File: src/rtl/rv32m_muldiv_unit.sv
// rv32m_muldiv_unit
// Iterative RV32M multiply/divide execute unit. Operands are captured from the
// register file when a decoded M-extension op arrives. A radix-2 shift-add
// multiplier and a restoring divider share one 64-bit working register. The
// unit stalls the core while it works and writes the result back through the
// rd port. Every op takes the same number of cycles, including the special
// cases.
module rv32m_muldiv_unit #(
  parameter int XLEN  = 32,
  parameter int CNT_W = 5
) (
  input  logic            i_clk,
  input  logic            i_reset,
  input  logic            i_start,
  input  logic [2:0]      i_funct3,
  input  logic [XLEN-1:0] i_rs1_data,
  input  logic [XLEN-1:0] i_rs2_data,
  input  logic [4:0]      i_rd_addr,
  output logic            o_stall,
  output logic            o_busy,
  output logic            o_done,
  output logic [4:0]      o_rd_addr,
  output logic [XLEN-1:0] o_rd_data,
  output logic            o_rd_wren
);

  localparam logic [CNT_W-1:0] CNT_LAST = CNT_W'(XLEN - 1);
  localparam logic [CNT_W-1:0] CNT_ONE  = {{(CNT_W-1){1'b0}}, 1'b1};
  localparam logic [CNT_W-1:0] CNT_ZERO = {CNT_W{1'b0}};
  localparam logic [XLEN-1:0]  ALL_ONES = {XLEN{1'b1}};
  localparam logic [XLEN-1:0]  MIN_NEG  = {1'b1, {(XLEN-1){1'b0}}};
  localparam logic [XLEN-1:0]  ZERO_W   = {XLEN{1'b0}};

  typedef enum logic [2:0] {
    ST_IDLE = 3'd0,
    ST_PREP = 3'd1,
    ST_CALC = 3'd2,
    ST_FIX  = 3'd3,
    ST_DONE = 3'd4
  } state_t;

  // Two's-complement negate when neg is set, otherwise pass through.
  function automatic logic [XLEN-1:0] cond_neg(input logic [XLEN-1:0] v, input logic neg);
    if (neg) cond_neg = ZERO_W - v;
    else     cond_neg = v;
  endfunction

  // Magnitude of an operand; unsigned operands are already magnitudes.
  function automatic logic [XLEN-1:0] magnitude(input logic [XLEN-1:0] v, input logic is_signed);
    magnitude = cond_neg(v, is_signed & v[XLEN-1]);
  endfunction

  state_t             state_r, state_s;
  logic [2:0]         op_r;
  logic [XLEN-1:0]    rs1_r, rs2_r;
  logic [4:0]         rd_addr_r;
  logic [XLEN-1:0]    mag_a_r, mag_b_r;
  logic               div_zero_r, ovf_r, neg_lo_r, neg_rem_r;
  logic [2*XLEN-1:0]  prod_r;
  logic [CNT_W-1:0]   cnt_r;
  logic               load_r;
  logic [XLEN-1:0]    rd_data_r;
  logic               busy_r, done_r, wren_r;

  logic               is_div_s, rs1_signed_s, rs2_signed_s;
  logic [XLEN:0]      mul_sum_s;
  logic [2*XLEN-1:0]  mul_next_s;
  logic [XLEN:0]      div_shift_s;
  logic               div_ge_s;
  logic [XLEN-1:0]    div_rem_s;
  logic [2*XLEN-1:0]  div_next_s;
  logic [2*XLEN-1:0]  prod_fix_s;
  logic [XLEN-1:0]    quo_s, rem_s, fix_res_s;

  // Operand signedness decoded from the captured funct3.
  always_comb begin
    is_div_s = op_r[2];
    if (is_div_s) begin
      rs1_signed_s = ~op_r[0];
      rs2_signed_s = ~op_r[0];
    end else begin
      rs1_signed_s = (op_r[1:0] != 2'b11);
      rs2_signed_s = ~op_r[1];
    end
  end

  // One radix-2 iteration: shift-add for multiply, restoring subtract for divide.
  always_comb begin
    mul_sum_s   = {1'b0, prod_r[2*XLEN-1:XLEN]}
                + (prod_r[0] ? {1'b0, mag_a_r} : {(XLEN+1){1'b0}});
    mul_next_s  = {mul_sum_s, prod_r[XLEN-1:1]};
    div_shift_s = {prod_r[2*XLEN-1:XLEN], prod_r[XLEN-1]};
    div_ge_s    = (div_shift_s >= {1'b0, mag_b_r});
    if (div_ge_s) div_rem_s = div_shift_s[XLEN-1:0] - mag_b_r;
    else          div_rem_s = div_shift_s[XLEN-1:0];
    div_next_s  = {div_rem_s, prod_r[XLEN-2:0], div_ge_s};
  end

  // Sign correction and result selection, including forced special results.
  always_comb begin
    if (neg_lo_r) prod_fix_s = {(2*XLEN){1'b0}} - prod_r;
    else          prod_fix_s = prod_r;
    quo_s     = cond_neg(prod_r[XLEN-1:0], neg_lo_r);
    rem_s     = cond_neg(prod_r[2*XLEN-1:XLEN], neg_rem_r);
    fix_res_s = ZERO_W;
    case (op_r)
      3'b000:                 fix_res_s = prod_fix_s[XLEN-1:0];
      3'b001, 3'b010, 3'b011: fix_res_s = prod_fix_s[2*XLEN-1:XLEN];
      3'b100, 3'b101: begin
        if (div_zero_r)  fix_res_s = ALL_ONES;
        else if (ovf_r)  fix_res_s = MIN_NEG;
        else             fix_res_s = quo_s;
      end
      3'b110, 3'b111: begin
        if (div_zero_r)  fix_res_s = rs1_r;
        else if (ovf_r)  fix_res_s = ZERO_W;
        else             fix_res_s = rem_s;
      end
      default:                fix_res_s = ZERO_W;
    endcase
  end

  // Next-state logic: fixed-length walk through the sequence once started.
  always_comb begin
    state_s = state_r;
    case (state_r)
      ST_IDLE: begin
        if (i_start) state_s = ST_PREP;
        else         state_s = ST_IDLE;
      end
      ST_PREP: state_s = ST_CALC;
      ST_CALC: begin
        if (!load_r && (cnt_r == CNT_ZERO)) state_s = ST_FIX;
        else                                state_s = ST_CALC;
      end
      ST_FIX:  state_s = ST_DONE;
      ST_DONE: state_s = ST_IDLE;
      default: state_s = ST_IDLE;
    endcase
  end

  // State register; reset aborts any operation in flight.
  always_ff @(posedge i_clk) begin
    if (i_reset) state_r <= ST_IDLE;
    else         state_r <= state_s;
  end

  // Operand capture, iteration datapath and result register.
  always_ff @(posedge i_clk) begin
    if (i_reset) begin
      op_r       <= 3'd0;
      rs1_r      <= ZERO_W;
      rs2_r      <= ZERO_W;
      rd_addr_r  <= 5'd0;
      mag_a_r    <= ZERO_W;
      mag_b_r    <= ZERO_W;
      div_zero_r <= 1'b0;
      ovf_r      <= 1'b0;
      neg_lo_r   <= 1'b0;
      neg_rem_r  <= 1'b0;
      prod_r     <= {(2*XLEN){1'b0}};
      cnt_r      <= CNT_ZERO;
      load_r     <= 1'b0;
      rd_data_r  <= ZERO_W;
    end else begin
      case (state_r)
        ST_IDLE: begin
          if (i_start) begin
            op_r      <= i_funct3;
            rs1_r     <= i_rs1_data;
            rs2_r     <= i_rs2_data;
            rd_addr_r <= i_rd_addr;
          end
        end
        ST_PREP: begin
          mag_a_r    <= magnitude(rs1_r, rs1_signed_s);
          mag_b_r    <= magnitude(rs2_r, rs2_signed_s);
          div_zero_r <= (rs2_r == ZERO_W);
          ovf_r      <= is_div_s & ~op_r[0] & (rs1_r == MIN_NEG) & (rs2_r == ALL_ONES);
          neg_lo_r   <= (rs1_signed_s & rs1_r[XLEN-1]) ^ (rs2_signed_s & rs2_r[XLEN-1]);
          neg_rem_r  <= rs1_signed_s & rs1_r[XLEN-1];
          cnt_r      <= CNT_LAST;
          load_r     <= 1'b1;
        end
        ST_CALC: begin
          if (load_r) begin
            // First CALC cycle seeds the working register with the
            // multiplier (mul) or dividend (div) magnitude.
            prod_r <= {ZERO_W, (is_div_s ? mag_a_r : mag_b_r)};
            load_r <= 1'b0;
          end else begin
            prod_r <= is_div_s ? div_next_s : mul_next_s;
            if (cnt_r != CNT_ZERO) cnt_r <= cnt_r - CNT_ONE;
            else                   cnt_r <= CNT_ZERO;
          end
        end
        ST_FIX:  rd_data_r <= fix_res_s;
        default: ;
      endcase
    end
  end

  // Registered status outputs, derived from the state being entered.
  always_ff @(posedge i_clk) begin
    if (i_reset) begin
      busy_r <= 1'b0;
      done_r <= 1'b0;
      wren_r <= 1'b0;
    end else begin
      busy_r <= (state_s != ST_IDLE);
      done_r <= (state_s == ST_DONE);
      wren_r <= (state_s == ST_DONE) && (rd_addr_r != 5'd0);
    end
  end

  // Stall is combinational so the start cycle itself already holds the PC.
  assign o_stall   = ((state_r == ST_IDLE) && i_start) || (state_r == ST_PREP)
                  || (state_r == ST_CALC) || (state_r == ST_FIX);
  assign o_busy    = busy_r;
  assign o_done    = done_r;
  assign o_rd_addr = rd_addr_r;
  assign o_rd_data = rd_data_r;
  assign o_rd_wren = wren_r;

endmodule

File: config.mk
export PLATFORM = sky130hd
export DESIGN_NAME = rv32m_muldiv_unit
export DESIGN_NICKNAME = d
export VERILOG_FILES = /design/src/rtl/rv32m_muldiv_unit.sv
export SDC_FILE = /design/constraint.sdc
export NUM_CORES = 1
export LEC_CHECK = 0
export BUFFER_PORTS_ARGS = -buffer_cell sky130_fd_sc_hd__buf_2
export CORE_MARGIN = 3
export CORE_UTILIZATION = 29
export DETAILED_ROUTE_END_ITERATION = 10
export SETUP_SLACK_MARGIN = 0.05
export SYNTH_ARGS = -nofsm -noshare
export SYNTH_HDL_FRONTEND = slang
export SYNTH_SLANG_ARGS = --single-unit
export TNS_END_PERCENT = 1
File: constraint.sdc
create_clock -name i_clk -period 3.2 [get_ports i_clk]
set_clock_uncertainty 0.2 [all_clocks]
set_input_delay 0.32 -clock i_clk [delete_from_list [all_inputs] [get_ports i_clk]]
set_output_delay 0.32 -clock i_clk [all_outputs]
set_load 0.02 [all_outputs]
After elaboration in Yosys (flattened, before gate mapping)

Cells that the tools add are included.

Input bits: 75
Register bits: 248

Add/subtract/negate cells: 8
Equal/unequal tests: 15
$lt $le $gt $ge: 1
Muxes and demuxes: 24
Reduce and logical (&&, ||, !) cells: 20
Bitwise operators: 8

Operator list:

| cell                                              | number |
|---|---|
| 2-to-1 mux 32 bit                                 | 11 |
| 2-to-1 mux 64 bit                                 | 3 |
| case mux 32 bit (4 select lines)                  | 1 |
| subtractor 1 x 32 -> 32 bit, first input constant | 4 |
| == test 32 bit, second input constant             | 2 |
| subtractor 1 x 64 -> 64 bit, first input constant | 1 |
| adder 32 x 32 -> 33 bit                           | 1 |
| >= comparator 33 x 32 -> 1 bit                    | 1 |
| logical NOT 32 bit                                | 1 |
| subtractor 32 bit                                 | 1 |
| == test 3 bit, second input constant              | 5 |
| == test 3 x 2 -> 1 bit, second input constant     | 4 |
| case mux 3 bit (4 select lines)                   | 1 |
| 2-to-1 mux 5 bit                                  | 2 |
| case mux 5 bit (2 select lines)                   | 1 |
| nonzero test 5 bit                                | 2 |
| == test 3 x 1 -> 1 bit, second input constant     | 2 |
| logical NOT 3 bit                                 | 2 |
| AND 1 bit                                         | 5 |
| logical NOT 5 bit                                 | 1 |
| subtractor 5 x 1 -> 5 bit, second input constant  | 1 |
| 2-to-1 mux 1 bit                                  | 4 |
| != test 2 bit, second input constant              | 2 |
| AND reduction 2 bit                               | 2 |
| other kinds (10)                                  | 16 |

Depth between registers and ports, before layout

Word-level depth: 6
Gate-level depth with buffers: 14
Gate-level depth less buffers: 13

Worst setup path after synthesis

Ideal clock, no wire load.

Path type: flip-flop to flip-flop
Start: register prod_r[0]
End: register prod_r[61]
Buffers on the path: 1
Stages on the path, launching flop included: 15
Clock period less this slack: 3,389 ps
Library setup time: 122 ps
Data arrival time: 3,067 ps
Path slack: -189 ps
Cells stage by stage: dfxtp_1 -> clkbuf_1 -> and2_1 -> ha_1 -> inv_1 -> fa_1 -> nor2b_1 -> o211ai_1 -> a21boi_0 -> o211ai_1 -> a211o_1 -> a211oi_1 -> o21ai_0 -> nor3b_1 -> a221o_1

Cells in the longest elaborated chain, start to end: 4

Ends and longest elaborated chain:

| element                 | RTL line | text |
|---|---|---|
| from (decl)             | 59       | `logic [2*XLEN-1:0] prod_r;` |
| from (signal assigned)  | 161      | `prod_r <= {(2*XLEN){1'b0}};` |
| from (signal assigned)  | 189      | `prod_r <= {ZERO_W, (is_div_s ? mag_a_r : mag_b_r)};` |
| from (signal assigned)  | 192      | `prod_r <= is_div_s ? div_next_s : mul_next_s;` |
| 2-to-1 mux 32 bit       | 90       | `+ (prod_r[0] ? {1'b0, mag_a_r} : {(XLEN+1){1'b0}});` |
| adder 32 x 32 -> 33 bit | 90       |  |
| 2-to-1 mux 64 bit       | 192      |  |
| 2-to-1 mux 64 bit       | 186      | `if (load_r) begin` |

Every way passes these cells.
A chain may end at the register's enable or synchronous reset.

Worst setup path after layout

Start: register prod_r[26]
End: register rd_data_r[22], in the netlist o_rd_data[22]

Cells in the longest elaborated chain, start to end: 3

Ends and longest elaborated chain:

| element                          | RTL line | text |
|---|---|---|
| subtractor 1 x 64 -> 64 bit      | 101      | `if (neg_lo_r) prod_fix_s = {(2*XLEN){1'b0}} - prod_r;` |
| 2-to-1 mux 64 bit                | 101      |  |
| case mux 32 bit (4 select lines) | 106      | `case (op_r)` |
| to (signal assigned)             | 197      | `ST_FIX: rd_data_r <= fix_res_s;` |
| to (decl)                        | 62       | `logic [XLEN-1:0] rd_data_r;` |

Every way passes these cells.

==> metrics.md <==
| Metric | Value |
|---|---|
| Top area cells in the synthesized netlist | `dfxtp_1, nand2_1, a21oi_1` |
| First-pass GRT wire length | `113,000 um` |
| Clk buf depth | `3` |
| Share of layout cells above drive strength 1 | `24.1%` |
| Slew HR | `15.1%` |
| Root Driver | `clkbuf_16` |
| Input/output buffers | `115` |
| Initial antenna violation count | `0` |
| P_leak | `0.00983 uW` |
| Worst Setup End Kind | `register` |
| #FFs+latches synth | `248` |
| Synth cell types | `88` |
| Vias per inst | `5.54` |
| DP Worst Slack | `-0.301 ns` |
| CTS Buf Count | `31` |
| Peak VDD IR | `0.466 mV` |
| N_diodes | `0` |
| CTS tree | `built` |
| Status | `finished, violations left` |
| Crit Path Class | `register to register` |
| Synthesized instance count | `2,317` |
| H-tree depth | `1` |
| Die Wd | `254 um` |
| Least-Margin Pin Slew | `1.26 ns` |
| Number of global-route vias before repair | `18,300` |
| Drt pass-1 iters | `6` |
| Max Cap Violations | `0` |
| Critical path data required time | `3.45 ns` |
| Mean post-synth cell area | `7.68 um^2` |
| Placed Area | `21,200 um^2` |
| Row count | `90` |
| Register area share after synthesis | `27.9%` |
| Number of enable flip-flop cells after synthesis | `0` |
| Failing checks | `negative setup slack` |
| Worst Path Max Fanout | `7` |
| WP data arrival | `3.62 ns` |
| Final Instance Area | `23,600 um^2` |
| WL per Instance | `21.7 um` |
| Fin. max-slew vios | `0` |
| Type of the worst min-delay path | `register to register` |
| Reg clk slew, reported paths | `0.06 ns` |
| Top-area cell type share of the netlist area | `27.9%` |
| Most frequent cells after synthesis | `nand2_1, dfxtp_1, a21oi_1` |
| Total power | `10,500 uW` |
| Worst skew pair latency | `0.59 ns` |
| Final Hold Viols | `0` |
| Fin crit period | `3.37 ns` |
| Mapped Nets | `2,464` |
| Die Ht | `254 um` |
| Initial Util | `29.4%` |
| RSZ-0062 raised after global routing | `yes` |
| Layout fillers | `6,171` |
| Via count | `19,500` |
| Die area | `64,300 um^2` |
| GP Congestion | `1.00` |
| Largest net degree at the start of global routing | `89` |
| Synth warnings | `0` |
| GRT Resource Usage Total | `22.9%` |
| Endpoints failing setup | `7` |
| Post-Layout Cell Count | `3,521` |
| Area leader, netlist | `dfxtp_1` |
| DP HPWL | `59,100 um` |
| Placed insts | `3,374` |
| Share of synthesized registers carrying an async set or reset | `0%` |
| Pwr dens | `443 nW/um^2` |
| Setup TNS | `-0.493 ns` |
| Most common cell in the netlist | `nand2_1` |
| Area grow syn2layout | `32.9%` |
| F_max | `297 MHz` |
| Startpoint Class | `register` |
| DR DRC count | `0` |
| Remaining antenna violation count | `0` |
| Tcrit/Tclk final | `105%` |
| Final net count | `2,863` |
| Core ar. | `60,500 um^2` |
| Primary FF master, synth | `dfxtp_1` |
| Top Ports | `116` |
| Detailed Route Iter0 Violations | `1,957` |
| Cell area after synthesis | `17,800 um^2` |
| # clock sinks | `248` |
| Post-Route WL | `76,300 um` |
| Worst Setup Slack, final | `-0.168 ns` |
| Remaining global-route overflow | `0` |
-- report_power, final --
part	switching (uW)	internal, uW
clock network	1470	2210
registers	247	3290
logic	1870	1390
total	3580	6890
-- cell families after synthesis --
group	after synthesis	share of synthesized area, %
xor+xnor	182	8.96
mux	61	5.73
buf+inv	252	5.90
compound gates	690	25.0
flops	248	27.9
fa+ha+maj	72	5.15
simple gates	812	21.3
-- registers in the layout, indices dropped and copies added (netlist names), 3 cells and up --
signal / flops
cnt_r: 5
mag_a_r: 32
mag_b_r: 32
o_rd_addr: 5
o_rd_data: 32
op_r: 3
prod_r: 64
rs1_r: 32
rs2_r: 32
state_r: 3
-- path summary, 6_finish.rpt --
check,from,to,slack [ns],cells after the start
max,prod_r[26]$_SDFFE_PP0N_,o_rd_data[22]$_SDFFE_PP0P_,-0.17,9
min reg2reg,o_rd_data[4]$_SDFFE_PP0P_,o_rd_data[4]$_SDFFE_PP0P_,0.25,2
min,o_rd_data[4]$_SDFFE_PP0P_,o_rd_data[4]$_SDFFE_PP0P_,0.25,2
max reg2reg,prod_r[26]$_SDFFE_PP0N_,o_rd_data[22]$_SDFFE_PP0P_,-0.17,9
-- metal layers --
metal	vias to the layer above	wire, um	track usage [%]
met5	-	0	0
met3	158	7110	4.96
met2	899	33600	36.2
li1	9197	-	-
met1	9250	32300	30.6
met4	0	3230	8.40
-- stage by stage --
stage / util [%] / hold slack, ns
6_report: 39.1 / 0.248
5_1_grt: 39.1 / 0.262
4_1_cts: 38.6 / -0.0986
3_5_place_dp: 35.1 / 0.236
3_3_place_gp: 35.1 / 0.235
2_1_floorplan: - / 0.242
-- worst max-delay path: stages (launching register included) --
cell and delay [ns]:
dfxtp_1 0.31, or4_4 0.54, or4_4 0.43, or3_4 0.39, or3_4 0.42, buf_4 0.17, o41ai_4 0.28, xnor2_1 0.09
a221oi_1 0.31, nor3_1 0.09
-- area by class of cell --
type | count | area, um^2 | area share, %
repair buffers | 539 | 4060 | 17.2
well taps | 782 | 978 | 4.14
multi-input cells | 1818 | 12300 | 51.9
clock inverters | 11 | 128 | 0.540
clock buffers | 45 | 948 | 4.01
inverters | 78 | 293 | 1.24
flip-flops and latches | 248 | 4970 | 21.0
-- layout by cell type, fill, tap and decap left out, drive strengths merged, types with 8 or more instances in the layout --
master	synthesis	final
dlygate4sd3	2	84
a311oi	14	14
inv	78	79
and2	40	40
mux2i	28	28
nand2b	13	13
a31oi	17	17
nand2	345	345
clkinv	0	8
xor2	83	83
xnor2	99	99
clkbuf	151	45
ha	70	70
or4	14	14
dfxtp	248	248
buf	20	455
o21ai	135	135
mux4	32	32
nor3	65	65
a21o	37	37
a22oi	28	28
o21a	10	10
nand3	36	36
nor2	161	161
o41ai	10	10
a221oi	20	20
nand4	23	23
and3	12	12
nor4	24	24
o221ai	20	20
o211ai	14	14
o31ai	30	30
a211oi	67	67
a21oi	222	222
nor2b	15	15
or3	33	34
-- repair_timing --
item                                    CTS  global route
gates resized for setup                  49            69
hold buffers                             83             1
endpoints found under the hold margin    90             7
pin swaps                                14            38
gates cloned                              1             0
endpoints found under the setup margin   57            84
buffers inserted                          2             4
No activity file was read; power rests on OpenSTA's default activity.
